===== src/rtl/lfsr_pkg.sv =====
// Shared types and maximal-length polynomial constants for the LFSR random source.
package lfsr_pkg;

    typedef enum logic [1:0] {
        IDLE = 2'd0,
        DIV  = 2'd1,
        DONE = 2'd2
    } fsm_state_t;

    // Galois right-shift masks: bit (k-1) set for each feedback tap x^k
    localparam logic [12:0] LFSR13_TAPS = 13'h100D;
    localparam logic [12:0] LFSR13_SEED = 13'h0ACE;
    localparam logic [15:0] LFSR16_TAPS = 16'hB400;
    localparam logic [15:0] LFSR16_SEED = 16'hACE1;
    localparam logic [31:0] LFSR32_TAPS = 32'h8020_0003;
    localparam logic [31:0] LFSR32_SEED = 32'hACE1_ACE1;

endpackage


===== src/rtl/lfsr_core.sv =====
// Free-running Galois LFSR with seed load, zero-seed substitution and lockup recovery.
module lfsr_core
    import lfsr_pkg::*;
#(
    parameter int               WIDTH = 16,
    parameter logic [WIDTH-1:0] TAPS  = LFSR16_TAPS,
    parameter logic [WIDTH-1:0] SEED  = LFSR16_SEED
) (
    input  logic             clk,
    input  logic             rst_n,
    input  logic             en,
    input  logic             seed_we,
    input  logic [WIDTH-1:0] seed_in,
    output logic [WIDTH-1:0] state
);

    logic [WIDTH-1:0] stepped;
    logic [WIDTH-1:0] state_next;

    always_comb begin
        stepped    = (state >> 1) ^ (state[0] ? TAPS : '0);
        state_next = state;
        if (seed_we) begin
            state_next = (seed_in == '0) ? SEED : seed_in;
        end else if (state == '0) begin
            // an all-zero register would never leave zero on its own
            state_next = SEED;
        end else if (en) begin
            state_next = stepped;
        end
    end

    always_ff @(posedge clk or negedge rst_n) begin
        if (!rst_n) begin
            state <= SEED;
        end else begin
            state <= state_next;
        end
    end

endmodule


===== src/rtl/lfsr_rand_range.sv =====
// Bounded random value generator: rand_out = min_val + (lfsr sample mod span),
// computed by a bit-serial restoring divider and held under a valid/ack handshake.
module lfsr_rand_range
    import lfsr_pkg::*;
#(
    parameter int               WIDTH = 16,
    parameter logic [WIDTH-1:0] TAPS  = LFSR16_TAPS,
    parameter logic [WIDTH-1:0] SEED  = LFSR16_SEED
) (
    input  logic             clk,
    input  logic             rst_n,
    input  logic             en,
    input  logic             seed_we,
    input  logic [WIDTH-1:0] seed_in,
    input  logic             req,
    input  logic [WIDTH-1:0] span,
    input  logic [WIDTH-1:0] min_val,
    input  logic             ack,
    output logic             busy,
    output logic             valid,
    output logic [WIDTH-1:0] rand_out,
    output logic             span_err,
    output logic [WIDTH-1:0] lfsr_state
);

    localparam int CW = $clog2(WIDTH + 1);

    fsm_state_t       state;
    fsm_state_t       state_next;
    logic [WIDTH-1:0] sample;
    logic [WIDTH-1:0] span_q;
    logic [WIDTH-1:0] min_q;
    logic [WIDTH-1:0] rem;
    logic [WIDTH:0]   rem_shift;
    logic [WIDTH:0]   rem_diff;
    logic [WIDTH-1:0] rem_next;
    logic [CW-1:0]    bit_cnt;
    logic             last_bit;

    lfsr_core #(
        .WIDTH (WIDTH),
        .TAPS  (TAPS),
        .SEED  (SEED)
    ) u_lfsr_core (
        .clk     (clk),
        .rst_n   (rst_n),
        .en      (en),
        .seed_we (seed_we),
        .seed_in (seed_in),
        .state   (lfsr_state)
    );

    // rem < span always holds, so only the shifted trial value needs the extra bit;
    // the borrow of the trial subtraction doubles as the rem >= span compare
    always_comb begin
        rem_shift = {rem, sample[WIDTH-1]};
        rem_diff  = rem_shift - {1'b0, span_q};
        rem_next  = rem_diff[WIDTH] ? rem_shift[WIDTH-1:0] : rem_diff[WIDTH-1:0];
        last_bit  = (bit_cnt == CW'(1));
    end

    always_ff @(posedge clk or negedge rst_n) begin
        if (!rst_n) begin
            state <= IDLE;
        end else begin
            state <= state_next;
        end
    end

    always_comb begin
        state_next = state;
        case (state)
            IDLE:    if (req) state_next = (span == '0) ? DONE : DIV;
            DIV:     if (last_bit) state_next = DONE;
            DONE:    if (ack) state_next = IDLE;
            default: state_next = IDLE;
        endcase
    end

    always_comb begin
        busy  = (state != IDLE);
        valid = (state == DONE);
    end

    always_ff @(posedge clk or negedge rst_n) begin
        if (!rst_n) begin
            sample   <= '0;
            span_q   <= '0;
            min_q    <= '0;
            rem      <= '0;
            bit_cnt  <= '0;
            rand_out <= '0;
            span_err <= 1'b0;
        end else begin
            case (state)
                IDLE: begin
                    if (req) begin
                        sample  <= lfsr_state;
                        span_q  <= span;
                        min_q   <= min_val;
                        rem     <= '0;
                        bit_cnt <= CW'(WIDTH);
                        if (span == '0) begin
                            rand_out <= min_val;
                            span_err <= 1'b1;
                        end
                    end
                end
                DIV: begin
                    sample  <= sample << 1;
                    rem     <= rem_next;
                    bit_cnt <= bit_cnt - CW'(1);
                    if (last_bit) begin
                        rand_out <= min_q + rem_next;
                        span_err <= 1'b0;
                    end
                end
                DONE: begin
                    if (ack) span_err <= 1'b0;
                end
                default: ;
            endcase
        end
    end

endmodule


===== config.mk =====
export PLATFORM = sky130hd
export DESIGN_NAME = lfsr_rand_range
export DESIGN_NICKNAME = d
export VERILOG_FILES = /design/src/rtl/lfsr_pkg.sv /design/src/rtl/lfsr_core.sv /design/src/rtl/lfsr_rand_range.sv
export SDC_FILE = /design/constraint.sdc
export NUM_CORES = 1
export LEC_CHECK = 0
export BUFFER_PORTS_ARGS = -buffer_cell sky130_fd_sc_hd__buf_2
export CAP_MARGIN = 20
export CORE_MARGIN = 1.5
export CORE_UTILIZATION = 57
export CTS_CLUSTER_DIAMETER = 40
export CTS_CLUSTER_SIZE = 30
export DETAILED_ROUTE_END_ITERATION = 10
export PLACE_DENSITY = 0.79
export RECOVER_POWER = 25
export SLEW_MARGIN = 5
export SYNTH_ARGS = -nofsm -noshare
export SYNTH_HDL_FRONTEND = slang
export SYNTH_SLANG_ARGS = --single-unit

===== constraint.sdc =====
create_clock -name clk -period 8.1 [get_ports clk]
set_clock_uncertainty 0.1 [all_clocks]
set_input_delay 1.62 -clock clk [delete_from_list [all_inputs] [get_ports clk]]
set_output_delay 1.62 -clock clk [all_outputs]
set_load 0.1 [all_outputs]

==> flow_metrics.py <==
metrics = {
    "layout": {
        "fill_cells": 833,
        "fin_util_pct": 67.0,
        "finish.instance_area_um2": 6980,
        "multi_input_area_um2": 3360,
        "sequential_cell_area_um2": 2610,
        "num-nets-final": 803,
        "area_growth_syn_to_layout_pct": 12.9,
        "drive_gt1_share_pct": 23.2,
        "diodes": 0,
    },
    "worst_setup_path": {
        "required_ns": 8.28,
        "crit_arrival_ns": 5.76,
        "r2r.worst_path.cells": 22,
        "crit_type": "register to register",
        "rrSetupSlack_ns": 2.52,
        "crit-reg2reg-capture": "rand_out[14]$_DFFE_PN0P_",
        "crit_fanout": 15,
        "r2r_start": "sample[15]$_DFFE_PN0P_",
        "critPathLaunchType": "register",
        "cp-end-kind": "register",
    },
    "sta": {
        "maxSlewHeadroom_pct": -36.2,
        "fmax_ghz": 0.179,
        "finalCriticalPeriod_ns": 5.58,
        "setup_viol": 0,
        "rsz0062_at_grt": "false",
        "worst_slew_pin_slew_ns": 2.04,
        "min_period_over_period_pct": 68.9,
        "slew_violations": 69,
        "hold_violations": 0,
        "tns_ns": 0,
    },
    "clocking": {
        "clock_sink_count": 104,
        "cts_hold_buf": 0,
        "cts_tree": "built",
        "cts_buffers": 9,
        "cts.path.max_buffers": 2,
        "cts_root_buf": "clkbuf_8",
        "clock_latency_ns": 0.39,
        "cts-htree-levels": 3,
        "clk_pin_slew_ns": 0.11,
        "ctsResizeCount": 0,
        "post_cts_buffers": 0,
    },
    "floorplan": {
        "die_h_um": 107,
        "io_pins": 89,
        "num_rows": 37,
        "design.die.area_um2": 11500,
        "die_w_um": 107,
        "core_area_um2": 10400,
        "initial_core_util_pct": 59.4,
    },
    "placement": {
        "place_area_um2": 6750,
        "gp_congestion": 0.932,
        "port_buffers": 88,
        "hpwl_um": 10700,
    },
    "synthesis": {
        "syn_nets": 725,
        "synth_ff_type": "dfrtp_1",
        "synth_seq_area_share_pct": 42.2,
        "synth_area_um2": 6180,
        "synth-seq-cells": 104,
        "synth_cells": 631,
        "synth_edf_count": 0,
        "syn_area_per_cell_um2": 9.80,
        "synth-warning-count": 0,
        "yosysUniqueCellTypes": 53,
        "ys_async_sr_fraction_pct": 100,
    },
    "global_route": {
        "grt_max_degree": 74,
        "antenna_found_initial": 0,
        "grt_pass1_vias": 4837,
        "grt_use_total_pct": 26.3,
        "grt_pass1_wl_um": 23500,
        "grt_overflow": 0,
    },
    "route": {
        "wl_per_cell_um": 17.0,
        "num_vias": 5051,
        "routed_wl_um": 14400,
        "avgViaCountPerCell": 5.94,
        "drt_iter0_drc": 303,
        "drt_first_pass_iters": 4,
        "drtAntennaViolNets": 0,
        "drc": 0,
    },
    "min_path": {
        "hold_path_class": "register to register",
        "min_from": "rand_out[7]$_DFFE_PN0P_",
        "whs_endpoint": "rand_out[7]$_DFFE_PN0P_",
        "whs_path_depth": 2,
    },
    "run_status": {
        "status": "finished with violations",
        "violations": "max-capacitance violations, max-slew violations",
    },
    "flow_run": {
        "max_cap_viol_count": 2,
    },
}
state kept, by name, summed over array words and instances (netlist names):
signal / cells
span_err: 1
state: 2
rand_out: 16
bit_cnt: 5
rem: 16
sample: 16
min_q: 16
span_q: 16
u_lfsr_core.state: 16
per-stage QoR:
| step | hold WS (ns) | setup slack, ns | std cells |
|---|---|---|---|
| 2_1_floorplan | 0.350 | 3.40 | 631 |
| 3_3_place_gp | 0.361 | 2.84 | 832 |
| 3_5_place_dp | 0.366 | 2.56 | 833 |
| 4_1_cts | 0.391 | 2.49 | 849 |
| 5_1_grt | 0.404 | 2.09 | 850 |
| 6_report | 0.385 | 2.52 | 850 |
layout by cell type (no fill, tap or decap), types with 13 or more instances in the layout:
master and instances:
o21ai_0 51, ha_1 37, xnor2_1 20, a21oi_1 55
nor4_1 13, nor2_1 37, inv_1 35, mux2i_1 30
a22o_1 17, mux2_2 44, dfrtp_1 96, buf_2 84
nand2_1 57
metal layers:
layer	up-vias	global-route usage (%)	part of all wire, %
li1	2412	-	-
met1	2470	37.6	48
met2	151	40.6	46
met3	18	5.65	5.0
met4	0	6.76	1.0
met5	-	0	0
cells by family after synthesis:
logic type,after synthesis,share of synthesized area [%]
AND/OR/NAND/NOR,156,12.0
flip-flops,104,42.2
XOR/XNOR,29,4.11
buffers and inverters,61,3.76
AO/OA/AOI/OAI,167,16.7
multiplexers,74,12.9
adder cells (fa/ha/maj),40,8.34
worst max-delay path: stages, from the launching register on:
cell	delay, ns
dfrtp_1	0.42
inv_1	0.07
ha_1	0.16
inv_1	0.07
fa_1	0.41
a21o_1	0.21
a21o_1	0.18
o2111ai_1	0.25
a2111o_1	0.22
nand3_1	0.51
nor2_1	0.30
a21oi_1	0.09
ha_1	0.26
fa_1	0.41
a21o_1	0.19
a21oi_1	0.25
o211ai_1	0.16
a41oi_1	0.27
nor2_1	0.10
o31a_1	0.26
o31ai_1	0.25
mux2i_1	0.23
nand2_1	0.07
worst max path at each step:
stage / startpoint / end / slack (ns) / cells past startpoint
floorplan: sample[15]$_DFFE_PN0P_ / rand_out[14]$_DFFE_PN0P_ / 3.40 / 23
global placement: sample[15]$_DFFE_PN0P_ / rand_out[14]$_DFFE_PN0P_ / 2.84 / 22
detailed placement: sample[15]$_DFFE_PN0P_ / rand_out[14]$_DFFE_PN0P_ / 2.56 / 22
CTS: sample[15]$_DFFE_PN0P_ / rand_out[14]$_DFFE_PN0P_ / 2.49 / 22
global route: sample[15]$_DFFE_PN0P_ / rand_out[14]$_DFFE_PN0P_ / 2.09 / 22
finish: sample[15]$_DFFE_PN0P_ / rand_out[14]$_DFFE_PN0P_ / 2.52 / 22
cells in the mapped netlist, types with 2 or more instances:
| master | n | area (um^2) |
|---|---|---|
| dfrtp_1 | 96 | 2400 |
| nand2_1 | 57 | 214 |
| a21oi_1 | 56 | 280 |
| o21ai_0 | 51 | 255 |
| mux2_2 | 44 | 495 |
| ha_1 | 38 | 475 |
| nor2_1 | 37 | 139 |
| inv_1 | 35 | 131 |
| mux2i_1 | 30 | 300 |
| clkbuf_1 | 23 | 86.3 |
| xnor2_1 | 20 | 175 |
| a22o_1 | 17 | 149 |
| nor4_1 | 13 | 81.3 |
| a21o_1 | 11 | 82.6 |
| xor2_1 | 9 | 78.8 |
| dfstp_2 | 8 | 210 |
| nand3_1 | 8 | 40.0 |
| nand2b_1 | 6 | 37.5 |
| nor3_1 | 6 | 30.0 |
| and3_1 | 5 | 31.3 |
| o31ai_1 | 5 | 37.5 |
| and2_1 | 4 | 25.0 |
| nor2b_1 | 4 | 25.0 |
| or2_2 | 4 | 25.0 |
| a31oi_1 | 3 | 18.8 |
| nand4_1 | 3 | 18.8 |
| nor3b_1 | 3 | 22.5 |
| o22ai_1 | 3 | 18.8 |
| a211oi_1 | 2 | 15.0 |
| a41oi_1 | 2 | 17.5 |
| and4_1 | 2 | 17.5 |
| buf_1 | 2 | 7.51 |
| fa_1 | 2 | 40.0 |
| o21a_1 | 2 | 15.0 |
| o21bai_1 | 2 | 15.0 |
area by class of cell:
type | count | share of cell area, %
Multi-Input combinational cell | 466 | 48.1
Sequential cell | 104 | 37.4
Timing Repair Buffer | 93 | 7.12
Tap cell | 136 | 2.44
Inverter | 35 | 1.88
Clock buffer | 9 | 1.77
Clock inverter | 7 | 1.27
Power is left out: the tool's default activity adds up to more than one toggle a clock period on the data nets, which glitch-free logic cannot reach.
